$ cat src/rtl/lif_pkg.sv
// Shared types and helpers for the time-multiplexed LIF neuron array.
// Holds the sweep FSM states, the default parameter set and the width
// helpers used by lif_core and lif_array.
package lif_pkg;

  localparam int unsigned LIF_N_DEF          = 4;
  localparam int unsigned LIF_W_DEF          = 8;
  localparam int unsigned LIF_LEAK_SHIFT_DEF = 2;
  localparam int unsigned LIF_REFRAC_DEF     = 2;

  typedef enum logic {
    LIF_IDLE  = 1'b0,
    LIF_SWEEP = 1'b1
  } lif_state_t;

  // One extra bit catches the carry of the leak-then-add sum before saturation.
  function automatic int unsigned sum_width(input int unsigned w);
    return w + 1;
  endfunction

  // Refractory counter width; at least one bit so a zero period still has a flop.
  function automatic int unsigned rc_width(input int unsigned refrac);
    return (refrac == 0) ? 32'd1 : 32'($clog2(refrac + 1));
  endfunction

endpackage

$ cat src/rtl/lif_core.sv
// Combinational single-neuron leaky integrate-and-fire update.
// Ports: v/rc    - current membrane value and refractory count
//        cur     - input current for this neuron
//        thresh  - firing threshold (0 disables firing)
//        v_next_c/rc_next_c/fire_c - updated state and spike bit
module lif_core
  import lif_pkg::*;
#(
  parameter int unsigned W          = LIF_W_DEF,
  parameter int unsigned LEAK_SHIFT = LIF_LEAK_SHIFT_DEF,
  parameter int unsigned REFRAC     = LIF_REFRAC_DEF,
  parameter int unsigned RW         = rc_width(REFRAC)
) (
  input  logic [W-1:0]  v,
  input  logic [RW-1:0] rc,
  input  logic [W-1:0]  cur,
  input  logic [W-1:0]  thresh,
  output logic [W-1:0]  v_next_c,
  output logic [RW-1:0] rc_next_c,
  output logic          fire_c
);

  localparam int unsigned SW = sum_width(W);

  logic [SW-1:0] sum;
  logic [W-1:0]  vn;

  // Leak never underflows (v >> k <= v), so only the add can carry out.
  always_comb begin
    sum       = SW'(v) - SW'(v >> LEAK_SHIFT) + SW'(cur);
    vn        = sum[W] ? {W{1'b1}} : sum[W-1:0];
    v_next_c  = vn;
    rc_next_c = rc;
    fire_c    = 1'b0;
    if (rc != '0) begin
      v_next_c  = '0;
      rc_next_c = rc - RW'(1);
    end else if ((thresh != '0) && (vn >= thresh)) begin
      fire_c    = 1'b1;
      v_next_c  = '0;
      rc_next_c = RW'(REFRAC);
    end
  end

endmodule

$ cat src/rtl/lif_array.sv
// Array of N LIF neurons sharing one update datapath, one neuron per clock.
// Ports: clk, rst_n (async active-low)
//        en          - tick strobe, starts a sweep when idle
//        cur_in      - N packed currents, channel k at [k*W +: W]
//        thresh      - shared firing threshold (0 disables firing)
//        spike       - spike vector of the last completed sweep
//        spike_valid - one-cycle pulse when spike updates
//        busy        - sweep in progress
//        overrun     - sticky, en seen while busy
module lif_array
  import lif_pkg::*;
#(
  parameter int unsigned N          = LIF_N_DEF,
  parameter int unsigned W          = LIF_W_DEF,
  parameter int unsigned LEAK_SHIFT = LIF_LEAK_SHIFT_DEF,
  parameter int unsigned REFRAC     = LIF_REFRAC_DEF
) (
  input  logic           clk,
  input  logic           rst_n,
  input  logic           en,
  input  logic [N*W-1:0] cur_in,
  input  logic [W-1:0]   thresh,
  output logic [N-1:0]   spike,
  output logic           spike_valid,
  output logic           busy,
  output logic           overrun
);

  localparam int unsigned RW = rc_width(REFRAC);
  localparam int unsigned IW = $clog2(N);

  lif_state_t    state;
  logic [IW-1:0] idx;
  logic [W-1:0]  v_q  [N];
  logic [RW-1:0] rc_q [N];
  logic [N-1:0]  shadow;

  logic [W-1:0]  cur_sel;
  logic [W-1:0]  v_sel;
  logic [RW-1:0] rc_sel;
  logic [W-1:0]  v_nx;
  logic [RW-1:0] rc_nx;
  logic          fire;
  logic [N-1:0]  shadow_nx;
  logic          last;

  // Select the neuron under update and merge its spike into the shadow.
  always_comb begin
    cur_sel        = cur_in[int'(idx)*W +: W];
    v_sel          = v_q[idx];
    rc_sel         = rc_q[idx];
    shadow_nx      = shadow;
    shadow_nx[idx] = fire;
    last           = (idx == IW'(N - 1));
  end

  lif_core #(
    .W          (W),
    .LEAK_SHIFT (LEAK_SHIFT),
    .REFRAC     (REFRAC),
    .RW         (RW)
  ) u_core (
    .v         (v_sel),
    .rc        (rc_sel),
    .cur       (cur_sel),
    .thresh    (thresh),
    .v_next_c  (v_nx),
    .rc_next_c (rc_nx),
    .fire_c    (fire)
  );

  // Sweep FSM, neuron state and registered outputs.
  always_ff @(posedge clk or negedge rst_n) begin
    if (!rst_n) begin
      state       <= LIF_IDLE;
      idx         <= '0;
      shadow      <= '0;
      spike       <= '0;
      spike_valid <= 1'b0;
      busy        <= 1'b0;
      overrun     <= 1'b0;
      for (int k = 0; k < N; k++) begin
        v_q[k]  <= '0;
        rc_q[k] <= '0;
      end
    end else begin
      spike_valid <= 1'b0;
      // A strobe on the final sweep cycle is still rejected.
      if (en && (state == LIF_SWEEP)) overrun <= 1'b1;
      case (state)
        LIF_IDLE: begin
          if (en) begin
            state <= LIF_SWEEP;
            idx   <= '0;
            busy  <= 1'b1;
          end
        end
        LIF_SWEEP: begin
          v_q[idx]  <= v_nx;
          rc_q[idx] <= rc_nx;
          shadow    <= shadow_nx;
          if (last) begin
            spike       <= shadow_nx;
            spike_valid <= 1'b1;
            busy        <= 1'b0;
            idx         <= '0;
            state       <= LIF_IDLE;
          end else begin
            idx <= idx + IW'(1);
          end
        end
        default: state <= LIF_IDLE;
      endcase
    end
  end

endmodule

$ cat config.mk
export PLATFORM = sky130hd
export DESIGN_NAME = lif_array
export DESIGN_NICKNAME = d
export VERILOG_FILES = /design/src/rtl/lif_pkg.sv /design/src/rtl/lif_core.sv /design/src/rtl/lif_array.sv
export SDC_FILE = /design/constraint.sdc
export NUM_CORES = 1
export LEC_CHECK = 0
export ABC_AREA = 1
export BUFFER_PORTS_ARGS = -buffer_cell sky130_fd_sc_hd__buf_4
export CAP_MARGIN = 20
export CORE_MARGIN = 1.5
export CORE_UTILIZATION = 45
export DETAILED_ROUTE_END_ITERATION = 16
export SYNTH_ARGS = -nofsm -noshare
export SYNTH_HDL_FRONTEND = slang
export SYNTH_SLANG_ARGS = --single-unit
$ cat constraint.sdc
create_clock -name clk -period 9.15 [get_ports clk]
set_input_delay 0.915 -clock clk [delete_from_list [all_inputs] [get_ports clk]]
set_output_delay 0.915 -clock clk [all_outputs]
set_load 0.1 [all_outputs]
==> Word level (Yosys, flattened, before mapping) <==
Index checks and enable logic that the tools add are counted.
{ "totals": {"reg_bits": 54, "in_bits": 43, "out_inout_bits": 7, "word_cells": 71} }
{ "classes": {"addsub": 4, "order_cmp": 5, "eq_ne": 3, "shift": 1, "mux": 33, "bitwise": 2, "n_reduce_logical": 8} }
{ "op_table": {"columns": ["operator", "count"], "rows": [
  ["2-to-1 mux 8 bit", 6],
  ["bitwise mux 32 bit", 1],
  ["variable part select 32 x 6 -> 8 bit", 1],
  ["binary-select mux 8 bit (select 2 bit)", 1],
  ["demux 8 bit (select 2 bit)", 1],
  ["2-to-1 mux 2 bit", 7],
  ["adder 9 x 8 -> 9 bit", 1],
  ["2-to-1 mux 1 bit", 9],
  ["subtractor 8 x 6 -> 9 bit", 1],
  ["bitwise mux 8 bit", 1],
  ["greater-or-equal comparator 8 bit", 1],
  ["nonzero test 8 bit", 1],
  ["binary-select mux 2 bit (select 2 bit)", 1],
  ["bitwise mux 4 bit", 1],
  ["demux 2 bit (select 2 bit)", 1],
  ["logical AND 1 bit", 4],
  ["case mux 1 bit (2 select lines)", 2],
  ["case mux 2 bit (2 select lines)", 1],
  ["AND reduction 2 bit", 2],
  ["greater-or-equal comparator 3 bit, second input constant", 1],
  ["less-than comparator 2 x 3 -> 1 bit, second input constant", 1],
  ["less-than comparator 3 x 1 -> 1 bit, second input constant", 1],
  ["NOT 2 -> 3 bit", 1],
  ["adder 2 x 1 -> 2 bit, second input constant", 1],
  ["8 further kinds", 8]
]} }

==> Logic depth before layout (Yosys ltp) <==
{ "depth": {"word_depth": 12, "ltp_mapped": 30, "depth_no_buf": 29} }

==> Cells and area by module <==
Synthesis repeated with hierarchy kept, for this count alone.
{ "unflattened": {"hier_cells": 608, "hier_area_um2": 4149.0} }
{ "by_module_without_submodules": {"columns": ["mod", "n_inst", "cells_each", "area_per_inst_um2", "seq_area_each_um2"], "rows": [
  ["lif_array", 1, 423, 3094.2, 1351.3],
  ["lif_core", 1, 185, 1054.8, 0.0]
]} }

==> Least setup slack after synthesis <==
Ideal clock, no wire load.
{ "synth_path": {"path_kind": "input to register", "start": "in cur_in[9]", "end": "reg v_q[2] (netlist bit)", "setup_time_ns": 0.066, "t_arrival_ns": 3.922, "required_ns": 9.084, "slack_ns": 5.162, "path_stages": 23, "n_path_buf": 1, "path_cell_list": "nand2_1 > a32o_1 > fa_1 > fa_1 > inv_2 > nand2_1 > nand2_1 > nand2_1 > nand2_1 > nand2_1 > nand2_4 > nand2_2 > ha_1 > nand2_1 > nor2_1 > nor2_1 > nand2_1 > nand2_1 > nand2_1 > a21oi_4 > buf_6 > nand3_1 > nand2_1"} }
{ "synth_between": {"elab_chain_cells": 8} }
{ "synth_rtl": {"columns": ["item", "line_no", "text"], "rows": [
  ["start: declaration", "lif_array.sv:21", "input logic [N*W-1:0] cur_in,"],
  ["variable part select 32 x 6 -> 8 bit *", "lif_array.sv:49", "cur_sel = cur_in[int'(idx)*W +: W];"],
  ["adder 9 x 8 -> 9 bit *", "lif_core.sv:30", "sum = SW'(v) - SW'(v >> LEAK_SHIFT) + SW'(cur);"],
  ["2-to-1 mux 8 bit *", "lif_core.sv:31", "vn = sum[W] ? {W{1'b1}} : sum[W-1:0];"],
  ["greater-or-equal comparator 8 bit", "lif_core.sv:38", "end else if ((thresh != '0) && (vn >= thresh)) begin"],
  ["logical AND 1 bit", "lif_core.sv:38", null],
  ["2-to-1 mux 8 bit *", "lif_core.sv:38", null],
  ["2-to-1 mux 8 bit *", "lif_core.sv:35", "if (rc != '0) begin"],
  ["bitwise mux 32 bit *", "lif_array.sv:99", "v_q[idx] <= v_nx;"],
  ["end signal: indexed assignment", "lif_array.sv:99", null],
  ["end: declaration", "lif_array.sv:34", "logic [W-1:0] v_q [N];"]
]} }
Every way passes the cells marked *; elsewhere a longest branch is shown, timed or not.
A chain may end at the register's enable or synchronous reset.

==> Worst setup path after layout <==
{ "layout_path": {"start": "reg idx[1]", "end": "reg v_q[5] (netlist bit)"} }
{ "layout_between": {"elab_chain_cells": 12, "word_cells_on_any_way": 22, "cone_classes": "add/sub (2); order compare (3); shift (1); mux (12); bitwise (1); reduce/logical (3)"} }
{ "layout_rtl": {"columns": ["item", "line_no", "text"], "rows": [
  ["start: declaration", "lif_array.sv:33", "logic [IW-1:0] idx;"],
  ["start signal: assignment", "lif_array.sv:109", "idx <= idx + IW'(1);"],
  ["NOT 2 -> 3 bit (implied by the code)", "lif_array.sv:50, lif_array.sv:51, lif_array.sv:99", null],
  ["binary-select mux 8 bit (select 2 bit)", "lif_array.sv:50", "v_sel = v_q[idx];"],
  ["2-to-1 mux 8 bit (implied by the code) (2 in a row)", "lif_array.sv:50", null],
  ["subtractor 8 x 6 -> 9 bit", "lif_core.sv:30", null],
  ["adder 9 x 8 -> 9 bit", "lif_core.sv:30", null],
  ["2-to-1 mux 8 bit", "lif_core.sv:31", null],
  ["greater-or-equal comparator 8 bit", "lif_core.sv:38", null],
  ["logical AND 1 bit", "lif_core.sv:38", null],
  ["2-to-1 mux 8 bit", "lif_core.sv:38", null],
  ["2-to-1 mux 8 bit", "lif_core.sv:35", null],
  ["bitwise mux 32 bit *", "lif_array.sv:99", null]
]} }
Every way passes the cells marked *; elsewhere a longest branch is shown, timed or not. The select of a mux whose other input is x is not followed.

==> results.md <==
- Initial Util: a little under half
- DR iter-0 viols: 193
- Ant diodes: 0
- Worst-path fanout max: 35
- Die height: 92.9 um
- Fmax: 199 MHz
- Most used cell, CP: nand2_1
- Total CTS buffers: 5
- Core region area: roughly 8000 sq um
- Final nets: 606
- # resized after CTS: 0
- Syn Nets: 568
- Max-slew violations: 0
- Syn-to-layout area delta: 14.3%
- Hold buffer count at cts: 0
- TritonRoute pass-1 iters: 4
- Clk root buf: clkbuf_8
- Post-route setup slack: 4.13 ns
- Hold crit path type: reg -> reg
- Final WL: 9.29 mm
- Fillers: about 770
- Post-DR wirelength/cell: 14.6 um
- First-pass GRT wire length: 15.6 mm
- Vias in the first global route: 3063
- Most frequent cells in the layout: nand2_1, dfrtp_1, buf_4, inv_1, nand3_1
- Yosys warning total: 0
- Die area: 8630 sq um
- Most common cell after layout, fill and taps aside: nand2_1
- CTS tree: yes
- CP required: 9.39 ns
- RSZ-0062 raised after global routing: no
- Seq/Total Area, Yosys: 36.5%
- Initial antenna violation count: 0
- Site row count: 32
- IO Pins: 50
- Synth cell types: 32
- Via count: 3243
- Status: finished clean
- GR Util All Layers: 23.1%
- Worst-Skew Late Latency: around 0.31 ns
- Clk buf depth: 2
- Tightest Pin Transition: 0.809 ns
- Setup WS pre-CTS: 4.22 ns
- Setup TNS: 0 ns
- Max incr delay on CP: 0.68 ns
- #FFs+latches synth: 53
- Tmin final: between 5 and 6 ns
- CTS clock-pin slew for the worst setup and hold paths: 0.11 ns
- Final hold vios: 0
- GRT overflow: 0
- Clock sink count: 53
- Dpl hpwl: 6.54 mm
- Post-CTS Setup Inserts: 0
- Die width: between 90 and 100 um
- Avg Inst Size Synth: between 7 and 8 sq um
- H-tree Lvls: 2
- PortBufs: 49
- Clk_skew: between 0.01 and 0.015 ns
- Largest net degree at the start of global routing: 54
- Final period util: 54.8%
- Worst slew margin: 46.0%
- Final setup fails: 0
- CP Class: reg -> reg
- Antenna viol nets, final: 0
- Area of the mapped netlist: about 3600 sq um
- Max-cap viol count: 0
- Critical-path top delay cell: a21oi_4
- Proportion of layout cells with a drive suffix above 1: 17.8%
- Crit path launch type: flop
- DRC: 0
- Worst setup EP type: flop
- Worst Path Arrival: 5.26 ns
- Via density: 5.09
- Crit path cell chain: inv_2, a21oi_1, a32oi_1, inv_2, fa_1, inv_1, ha_1, nand2_1, nand2_1, inv_2, nand2_1, nand2_1, nand3b_1, nand2_4, nand2_2, ha_1, a21oi_1, o21a_1, nand2_1, a21oi_4, nand3_1, nand2_1
- RePlAce Congestion: between 0.8 and 0.9
- Cells after synthesis: 496
synth_stat cells, drive strengths merged:
library cell  instances  area (sq um)
inv                  64           240
a32oi                 6          52.6
nand2               212           836
nand3b                2          27.5
nand4                 1          6.26
dfrtp                53          1330
buf                  10          71.3
nor4                  2          25.0
clkbuf                9          33.8
a22o                  1          8.76
o22ai                 1          6.26
ha                   23           288
xnor2                 2          17.5
o21ai                 9          45.0
a21oi                22           121
xor2                  1          8.76
nor2                 17          63.8
nand3                43           225
o21a                  1          7.51
a21o                  1          7.51
o31ai                 1          7.51
fa                    6           120
a32o                  9          90.1
path summary, 6_finish.rpt:
kind / from / slack (ns) / end / depth (start not counted)
max: idx[1] / 4.13 / v_q[5] / 22
min: overrun / 0.48 / overrun / 1
max reg2reg: idx[1] / 4.13 / v_q[5] / 22
min reg2reg: overrun / 0.48 / overrun / 1
max in group asynchronous: rst_n / 8.05 / v_q[5] / 1
min in group asynchronous: rst_n / 0.63 / spike[3] / 1
cell type report:
| type | count | area (sq um) | area share [%] |
|---|---|---|---|
| clock buffers | 6 | 82.6 | 1.99 |
| clock inverters | 2 | 41.3 | 0.993 |
| inverters | 64 | 240 | 5.78 |
| multi-input cells | 360 | 1960 | 47.2 |
| flip-flops and latches | 53 | 1330 | 31.9 |
| well taps | 102 | 128 | 3.07 |
| repair buffers | 50 | 375 | 9.03 |
routing by layer:
layer	GRT usage [%]	share of wire (%)	vias to the layer above
met4	6.44	1.4	0
li1	-	-	1644
met2	35.2	43	89
met1	34.4	51	1499
met3	2.96	4.8	11
met5	0	0	-
kinds of logic after synthesis:
| kind of cell | Yosys count | synth area share [%] |
|---|---|---|
| AOI/OAI and AO/OA | 51 | 9.53 |
| xor gates and xnor gates | 3 | 0.723 |
| adders and majority gates | 29 | 11.2 |
| buffers and inverters | 83 | 9.50 |
| DFF | 53 | 36.5 |
| and+or+nand+nor | 277 | 32.6 |
state kept, by name, summed over array words and instances, names as in the netlist:
register and count:
overrun 1, spike 4, spike_valid 1, idx 2, state 1, v_q 32, busy 1, shadow 3
rc_q 8
worst max-delay path, delay by kind of cell (launching register included):
family	cells	cell delay, ns
buffers and inverters	4	0.64
AOI/OAI and AO/OA	5	1.48
DFF	1	0.49
adders and majority gates	3	1.13
and+or+nand+nor	10	1.19
metrics by stage:
| step | instances | instance area [sq um] | utilization, % | hold slack (ns) |
|---|---|---|---|---|
| floorplan | 496 | 3640 | - | 0.449 |
| global placement | 629 | 4030 | 51.9 | 0.441 |
| detailed placement | 629 | 4030 | 51.9 | 0.455 |
| CTS | 637 | 4160 | 53.5 | 0.485 |
| global route | 637 | 4160 | 53.5 | 0.507 |
| finish | 637 | 4160 | 53.5 | 0.483 |
Power is left out: the tool's default activity adds up to more than one toggle a clock period on the data nets, which glitch-free logic cannot reach.
